<file path="src/rtl/fetch_queue.sv">
// Instruction-fetch queue: issues imem reads at pc, tags them with their pc and
// buffers in-order responses for decode. A redirect drops any stale responses still in flight.
module fetch_queue #(
   parameter int XLEN     = 32,
   parameter int FQ_DEPTH = 2,
   parameter int CNT_W    = 2
) (
   input  logic             clk_i,
   input  logic             rst_i,
   input  logic [XLEN-1:0]  pc_i,
   input  logic             flush_i,
   output logic             pc_adv_o,
   output logic             imem_req_o,
   output logic [XLEN-1:0]  imem_addr_o,
   input  logic             imem_gnt_i,
   input  logic             imem_rvalid_i,
   input  logic [31:0]      imem_rdata_i,
   output logic             if_valid_o,
   output logic [XLEN-1:0]  if_pc_o,
   output logic [31:0]      if_instr_o,
   input  logic             if_ready_i
);

   localparam int PTR_W = (FQ_DEPTH > 1) ? $clog2(FQ_DEPTH) : 1;
   localparam logic [CNT_W:0] DEPTH_C = (CNT_W+1)'(FQ_DEPTH);

   logic [XLEN-1:0]  fifo_pc_q    [FQ_DEPTH];
   logic [31:0]      fifo_instr_q [FQ_DEPTH];
   logic [XLEN-1:0]  tag_q        [FQ_DEPTH];

   logic [PTR_W-1:0] wr_ptr_q, wr_ptr_d, rd_ptr_q, rd_ptr_d;
   logic [PTR_W-1:0] tag_wr_q, tag_wr_d, tag_rd_q, tag_rd_d;
   logic [CNT_W-1:0] cnt_q, cnt_d, cnt_out_q, cnt_out_d, cnt_drop_q, cnt_drop_d;

   logic [CNT_W:0]   inflight;
   logic             issue;
   logic             rsp_keep;
   logic             pop;

   // Credits come from registered counts only, so a pop frees a slot one cycle later.
   assign inflight    = {1'b0, cnt_q} + {1'b0, cnt_out_q};
   assign imem_req_o  = !rst_i && !flush_i && (inflight < DEPTH_C);
   assign imem_addr_o = pc_i;
   assign issue       = imem_req_o && imem_gnt_i;
   assign pc_adv_o    = !rst_i && (issue || flush_i);

   assign rsp_keep    = imem_rvalid_i && (cnt_drop_q == '0) && !flush_i;
   assign if_valid_o  = !rst_i && (cnt_q != '0);
   assign pop         = if_valid_o && if_ready_i && !flush_i;
   assign if_pc_o     = fifo_pc_q[rd_ptr_q];
   assign if_instr_o  = fifo_instr_q[rd_ptr_q];

   always_comb begin
      tag_wr_d  = tag_wr_q + PTR_W'(issue);
      tag_rd_d  = tag_rd_q + PTR_W'(imem_rvalid_i);
      cnt_out_d = cnt_out_q + CNT_W'(issue) - CNT_W'(imem_rvalid_i);
      wr_ptr_d  = wr_ptr_q;
      rd_ptr_d  = rd_ptr_q;
      cnt_d     = cnt_q;
      cnt_drop_d = cnt_drop_q;
      if (flush_i) begin
         // Everything still outstanding after this edge belongs to the old path.
         cnt_drop_d = cnt_out_q - CNT_W'(imem_rvalid_i);
         wr_ptr_d   = '0;
         rd_ptr_d   = '0;
         cnt_d      = '0;
      end else begin
         if (imem_rvalid_i && (cnt_drop_q != '0))
            cnt_drop_d = cnt_drop_q - CNT_W'(1);
         wr_ptr_d = wr_ptr_q + PTR_W'(rsp_keep);
         rd_ptr_d = rd_ptr_q + PTR_W'(pop);
         cnt_d    = cnt_q + CNT_W'(rsp_keep) - CNT_W'(pop);
      end
   end

   always_ff @(posedge clk_i) begin
      if (rst_i) begin
         wr_ptr_q   <= '0;
         rd_ptr_q   <= '0;
         tag_wr_q   <= '0;
         tag_rd_q   <= '0;
         cnt_q      <= '0;
         cnt_out_q  <= '0;
         cnt_drop_q <= '0;
         for (int i = 0; i < FQ_DEPTH; i++) begin
            fifo_pc_q[i]    <= '0;
            fifo_instr_q[i] <= '0;
            tag_q[i]        <= '0;
         end
      end else begin
         wr_ptr_q   <= wr_ptr_d;
         rd_ptr_q   <= rd_ptr_d;
         tag_wr_q   <= tag_wr_d;
         tag_rd_q   <= tag_rd_d;
         cnt_q      <= cnt_d;
         cnt_out_q  <= cnt_out_d;
         cnt_drop_q <= cnt_drop_d;
         if (issue)
            tag_q[tag_wr_q] <= pc_i;
         if (rsp_keep) begin
            fifo_pc_q[wr_ptr_q]    <= tag_q[tag_rd_q];
            fifo_instr_q[wr_ptr_q] <= imem_rdata_i;
         end
      end
   end

   a_no_orphan_rsp: assert property (@(posedge clk_i) disable iff (rst_i)
      !(imem_rvalid_i && (cnt_out_q == '0)));

endmodule

</file>
<file path="config.mk">
export PLATFORM = sky130hd
export DESIGN_NAME = fetch_queue
export DESIGN_NICKNAME = d
export VERILOG_FILES = /design/src/rtl/fetch_queue.sv
export SDC_FILE = /design/constraint.sdc
export NUM_CORES = 1
export LEC_CHECK = 0
export CORE_UTILIZATION = 47
export DETAILED_ROUTE_END_ITERATION = 10
export PLACE_DENSITY = 0.76
export SLEW_MARGIN = 40
export SYNTH_ARGS = -nofsm -noshare
export SYNTH_HDL_FRONTEND = slang
export SYNTH_SLANG_ARGS = --single-unit
</file>
<file path="constraint.sdc">
create_clock -name clk_i -period 4.12 [get_ports clk_i]
set_input_delay 0.824 -clock clk_i [delete_from_list [all_inputs] [get_ports clk_i]]
set_output_delay 0.824 -clock clk_i [all_outputs]
set_load 0.01 [all_outputs]
</file>
==> impl_metrics.py, run 1 <==
metrics = {
    "status": {
        "status": "complete, no violations",
    },
    "drt": {
        "wl_per_cell_um": 16.5,
        "vias": 5003,
        "dr.pass1.iters": 4,
        "drt_wl_total_um": 16400,
        "ant_nets": 0,
        "drt_iter0_markers": 206,
        "routed_via_density": 5.02,
        "drc": 0,
    },
    "clock_tree": {
        "cts_resized": 0,
        "numCtsBuffers": 22,
        "clk_path_buf_depth": 3,
        "cts.htree.levels": 1,
        "tritoncts": "done",
        "cts_sinks": 202,
        "clkTransAtPathRegs_ns": 0.06,
        "clk_latency_ns": 0.50,
        "root_buffer": "clkbuf_16",
        "hold_buffers": 0,
        "cts_setup_buffers": 0,
    },
    "synthesis": {
        "syn_area_mm2": 0.00891,
        "synthCells": 614,
        "ys.flop_type": "edfxtp_1",
        "async_flop_share_pct": 0,
        "yosys.area.top_type_share_pct": 64.7,
        "seq_area_frac_synth_pct": 67.0,
        "synth.area.top_cells": "edfxtp_1 (65%), and2_1 (9.1%), mux2_2 (8.1%), mux2i_1 (3.6%), nor2_1 (2.9%)",
        "synth.distinct_cells": 38,
        "syn_avg_cell_area_um2": 14.5,
        "syn_nets": 691,
        "yosys_warnings": 0,
        "synth_seq_cells": 202,
        "synth-edff-count": 192,
        "yosys.area.top_type": "edfxtp_1",
    },
    "sta": {
        "min_period_over_period_pct": 83.4,
        "fmax_mhz": 291,
        "finalHoldViolations": 0,
        "max-slew-margin-rel_pct": 58.7,
        "setup_tns_ns": 0,
        "rsz0062_at_grt": "false",
        "hold_ws_ns": 0.575,
        "fin_crit_ns": 3.44,
        "setup_viol": 0,
        "slew_violations": 0,
        "setup_ws_ns": 0.682,
        "worst_pin_slew_ns": 0.620,
        "skew_ns": 0.0120,
    },
    "setup_path": {
        "endpoint_kind": "primary output",
        "worstReg2RegEnd": "tag_q[0][12]",
        "cp_max_fo": 5,
        "startpoint": "cnt_q[0]",
        "worstSetupPathType": "flop to primary output",
        "crit_chain": "and2_1 > fa_1 > nor4_4 > a21oi_1 > nor2_1 > clkdlybuf4s50_1",
        "path_depth": 6,
        "regToRegSetupSlack_ns": 1.72,
        "rr_startpoint": "cnt_q[0]",
        "endpoint": "pc_adv_o",
        "crit_path_top_delay_cell": "clkdlybuf4s50_1",
        "path_buf_inv": 1,
        "path_delay_family": "simple AND/OR/NAND/NOR gates",
        "r2r.worst_path.cells": 5,
        "crit_required_ns": 3.30,
        "start_kind": "flop",
        "cp.arrival_ns": 2.61,
        "slowest_delay_ns": 0.55,
    },
    "grt": {
        "grt_pass1_vias": 5294,
        "grt-ovfl-total": 0,
        "grt_pass1_wl_um": 26200,
        "use_met3_pct": 2.92,
        "grt_util_met2_pct": 31.3,
        "grt_max_degree": 43,
        "busiest_layer": "met2",
        "grt_usage_pct": 17.2,
        "antenna_found_initial": 0,
        "use_met1_pct": 20.9,
    },
    "power": {
        "irDropWorstVdd_v": 0.000298,
        "p_leak_nw": 4.15,
        "total_power_mw": 4.66,
        "powerDensity_mw_per_mm2": 415,
    },
    "place": {
        "place_congestion": 0.762,
        "pre_cts_ws_ns": 0.814,
        "portBuffers": 168,
        "dp_cells": 957,
        "placed_area_mm2": 0.0106,
        "hpwl_um": 10500,
    },
    "layout": {
        "antennaDiodeCount": 0,
        "fin_cells": 996,
        "area_growth_pct": 26.2,
        "stdcell_area_mm2": 0.0112,
        "nNetsFinal": 829,
        "finish.utilization_pct": 61.5,
        "drive_gt1_share_pct": 14.7,
    },
    "hold_path": {
        "min_path_type": "flop to flop",
    },
    "die": {
        "pin_count": 169,
        "core_area_mm2": 0.0183,
        "dieWidth_um": 140,
        "fp-row-count": 49,
        "die_h_um": 140,
        "initial_utilization_pct": 48.7,
        "dieArea_mm2": 0.0195,
    },
    "run": {
        "cap_violations": 0,
    },
}
-- area by class of cell --
| cell class | instances | area (µm²) |
|---|---|---|
| Inverter | 5 | 18.8 |
| Multi-Input combinational cell | 341 | 2530 |
| Clock buffer | 31 | 584 |
| Timing Repair Buffer | 180 | 1800 |
| Clock inverter | 8 | 46.3 |
| Sequential cell | 202 | 5970 |
| Fill cell | 1385 | 7030 |
| Tap cell | 229 | 287 |
-- kinds of logic after synthesis --
kind of cell             count (synthesis)  share of synthesized area (%)
AO/OA/AOI/OAI                            8                          0.590
XOR/XNOR                                 8                          0.787
adder cells (fa/ha/maj)                  7                           1.07
buffers and inverters                   71                           4.89
flip-flops                             202                           67.0
multiplexers                            96                           11.7
AND/OR/NAND/NOR                        222                           14.0
-- how the worst min path moves through the flow --
stage	startpoint	end	depth (start not counted)
4_1_cts	cnt_q[1]	cnt_q[1]	2
3_5_place_dp	cnt_q[1]	cnt_q[1]	2
3_3_place_gp	cnt_q[1]	cnt_q[1]	2
5_1_grt	tag_q[1][8]	fifo_pc_q[1][8]	2
2_1_floorplan	cnt_q[1]	cnt_q[1]	2
6_report	cnt_q[1]	cnt_q[1]	2
-- cells in the mapped netlist (all sizes together) (5+ instances only) --
| library cell | instances |
|---|---|
| and2 | 129 |
| mux2 | 64 |
| mux2i | 32 |
| edfxtp | 192 |
| clkbuf | 19 |
| dfxtp | 10 |
| nor2 | 70 |
| buf | 47 |
| inv | 5 |
| ha | 6 |
-- report_power, final --
part | switching (mW) | internal, mW
logic | 0.237 | 0.285
registers | 0.0522 | 2.38
clock network | 0.723 | 0.987
total | 1.01 | 3.65
-- per-layer routing --
metal,part of all wire (%),up-vias
met5,0,-
met4,1.4,0
met3,5.8,22
met2,50,160
met1,43,2415
li1,-,2406
-- sequential cells by signal, indices dropped and copies added, names as in the netlist --
name          flops
cnt_q             2
fifo_pc_q        64
cnt_drop_q        2
tag_q            64
cnt_out_q         2
rd_ptr_q          1
tag_rd_q          1
fifo_instr_q     64
wr_ptr_q          1
tag_wr_q          1
-- cells in the final DEF (no fill, tap or decap), types with 2 or more instances in the layout --
cell / n
a211oi_1: 2
a21oi_1: 2
and2_1: 129
buf_12: 2
buf_4: 10
clkbuf_1: 9
clkbuf_16: 22
clkdlybuf4s50_1: 168
clkinv_1: 4
clkinv_2: 3
dfxtp_1: 8
dfxtp_4: 2
edfxtp_1: 192
ha_1: 6
inv_1: 5
mux2_2: 64
mux2i_1: 32
nand2_1: 3
nor2_1: 69
nor2b_1: 2
nor3_1: 3
nor3b_1: 2
or2_4: 2
xnor2_1: 4
xor2_1: 4
-- worst register-to-register path, cell delays in order (launching register included) --
cell and delay (ns):
dfxtp_1 0.37, and2_1 0.16, fa_1 0.46, nor4_4 0.32, and3b_1 0.25, or2_4 0.44
No activity file was read; power rests on OpenSTA's default activity.
==> inputs of run 2 (changes only) <==
==> constraint.sdc (replaced) <==
create_clock -name clk_i -period 2.8 [get_ports clk_i]
set_input_delay 0.56 -clock clk_i [delete_from_list [all_inputs] [get_ports clk_i]]
set_output_delay 0.56 -clock clk_i [all_outputs]
set_load 0.01 [all_outputs]
==> run 2 against run 1 <==
Net effect:
- combinational power rose by 53%
- cell area up 0.98%
- global-route usage is 0.37 points higher
- clock power increased by 50%
- sequential power is 47% higher
- wire length increased by 2.0%
- via count rose by 1.3%
- non-clock buffer count increased by 9
- die area unchanged
- final cell count rose by 0.70%
- critical path type unchanged
- largest power group unchanged
==> impl_metrics.py, run 2 (synthesis gave the netlist of run 1 again) <==
metrics = {
    "status": {
        "status": "complete, no violations",
    },
    "die": {
        "fp-row-count": 49,
        "dieWidth_um": 140,
        "core_area_mm2": 0.0183,
        "pin_count": 169,
        "initial_utilization_pct": 48.7,
        "dieArea_mm2": 0.0195,
        "die_h_um": 140,
    },
    "sta": {
        "slew_violations": 0,
        "setup_viol": 0,
        "setup_tns_ns": 0,
        "max-slew-margin-rel_pct": 60.3,
        "rsz0062_at_grt": "false",
        "finalHoldViolations": 0,
        "fmax_mhz": 374,
        "worst_pin_slew_ns": 0.595,
        "min_period_over_period_pct": 95.5,
        "fin_crit_ns": 2.67,
        "skew_ns": 0.0141,
    },
    "drt": {
        "dr.pass1.iters": 4,
        "routed_via_density": 5.05,
        "drc": 0,
        "vias": 5068,
        "wl_per_cell_um": 16.7,
        "drt_iter0_markers": 191,
        "ant_nets": 0,
        "drt_wl_total_um": 16800,
    },
    "clock_tree": {
        "numCtsBuffers": 21,
        "root_buffer": "clkbuf_16",
        "clk_latency_ns": 0.49,
        "cts_sinks": 202,
        "cts.htree.levels": 1,
        "tritoncts": "done",
        "clkTransAtPathRegs_ns": 0.06,
        "clk_path_buf_depth": 3,
    },
    "layout": {
        "fin_cells": 1003,
        "mostFrequentLayoutCell": "edfxtp_1",
        "drive_gt1_share_pct": 16.5,
        "fillers": 1390,
        "antennaDiodeCount": 0,
        "final_cell_mix": "edfxtp_1 (192), clkdlybuf4s50_1 (166), and2_1 (129)",
        "biggestRegsByFlops": "fifo_instr_q (64), fifo_pc_q (64), tag_q (64)",
        "nNetsFinal": 837,
        "area_growth_pct": 27.5,
    },
    "power": {
        "powerDensity_mw_per_mm2": 610,
        "p_leak_nw": 4.22,
        "swShare_pct": 21.9,
        "p_sw_mw": 1.52,
        "p_int_mw": 5.41,
        "pwr-share-clk_pct": 37.0,
        "irDropWorstVdd_v": 0.000402,
        "p_comb_share_pct": 11.5,
        "seq_power_share_pct": 51.5,
    },
    "grt": {
        "grt_pass1_vias": 5338,
        "grt_usage_pct": 17.6,
        "grt_max_degree": 36,
        "grt-ovfl-total": 0,
        "antenna_found_initial": 0,
        "grt_pass1_wl_um": 26800,
    },
    "setup_path": {
        "crit_required_ns": 2.24,
        "cp_max_fo": 16,
        "r2r.worst_path.cells": 11,
        "start_kind": "flop",
        "startpoint": "rd_ptr_q",
        "cp.arrival_ns": 2.11,
        "worstReg2RegEnd": "cnt_out_q[1]",
        "endpoint": "if_pc_o[12]",
        "worstSetupPathType": "flop to primary output",
        "regToRegSetupSlack_ns": 0.44,
        "endpoint_kind": "primary output",
        "rr_startpoint": "cnt_out_q[0]",
    },
    "place": {
        "dp_cells": 965,
        "hpwl_um": 10900,
        "portBuffers": 168,
        "place_congestion": 0.740,
    },
    "run": {
        "cap_violations": 0,
    },
    "hold_path": {
        "min_path_type": "flop to flop",
    },
}
## run 2: cell types whose count changed in the layout (fill, tap and decap cells not counted), sizes merged
cell and change:
buf +9, clkbuf -6, clkdlybuf4s50 -2, bufinv +1, clkdlybuf4s15 +1, clkinv +1
clkinvlp +1, dlygate4sd2 +1, inv +1
## run 2: layer usage
metal	wire length (µm)	vias up	track usage, %	part of all wire [%]
met5	0	-	0	0
met4	224	0	4.57	1.3
met3	790	18	2.86	4.7
met2	8690	151	31.8	52
met1	7060	2471	21.8	42
li1	-	2428	-	-
## run 2: power by group through the flow
stage / logic, mW / registers, mW / clock network (mW)
after floorplan: 0.421 / 3.60 / 0
after global placement: 0.782 / 3.61 / 0
after detailed placement: 0.805 / 3.63 / 0
after CTS: 0.812 / 3.57 / 2.62
after global routing: 0.859 / 3.58 / 2.74
final: 0.798 / 3.56 / 2.56
## run 2: worst min path at each step
stage | slack, ns | to | depth (start not counted) | startpoint
CTS | 0.58 | fifo_pc_q[0][25] | 2 | tag_q[1][25]
floorplan | 0.53 | cnt_q[1] | 2 | cnt_q[1]
global placement | 0.55 | cnt_q[1] | 2 | cnt_q[1]
finish | 0.58 | fifo_pc_q[0][25] | 2 | tag_q[1][25]
global route | 0.61 | fifo_pc_q[0][27] | 2 | tag_q[0][27]
detailed placement | 0.57 | fifo_pc_q[1][7] | 2 | tag_q[0][7]
## run 2: final cells by class
type | count | area (µm²) | share of cell area (%)
flip-flops and latches | 202 | 5970 | 52.6
inverters | 5 | 18.8 | 0.165
clock buffers | 25 | 541 | 4.76
clock inverters | 12 | 91.3 | 0.805
well taps | 229 | 287 | 2.52
repair buffers | 189 | 1910 | 16.9
multi-input cells | 341 | 2530 | 22.3
## run 2: timing repair
action,4_1_cts,5_1_grt
setup buffers,1,0
pin swaps,1,2
endpoints found under the setup margin,2,2
hold buffers,0,0
resized for setup,4,1
## run 2: per-stage QoR
stage	setup WS, ns	power (mW)	area [µm²]	hold WS (ns)	util (%)
2_1_floorplan	0.288	4.02	8920	0.531	-
3_3_place_gp	0.167	4.40	10700	0.546	58.6
3_5_place_dp	0.151	4.43	10700	0.573	58.6
4_1_cts	0.0114	7.00	11300	0.578	62.1
5_1_grt	0.0238	7.18	11400	0.606	62.1
6_report	0.127	6.92	11400	0.584	62.1
## run 2: critical path: stages, from the launching register on
cell and delay [ns]:
dfxtp_4 0.50, buf_4 0.25, mux2_2 0.38, clkdlybuf4s50_1 0.49
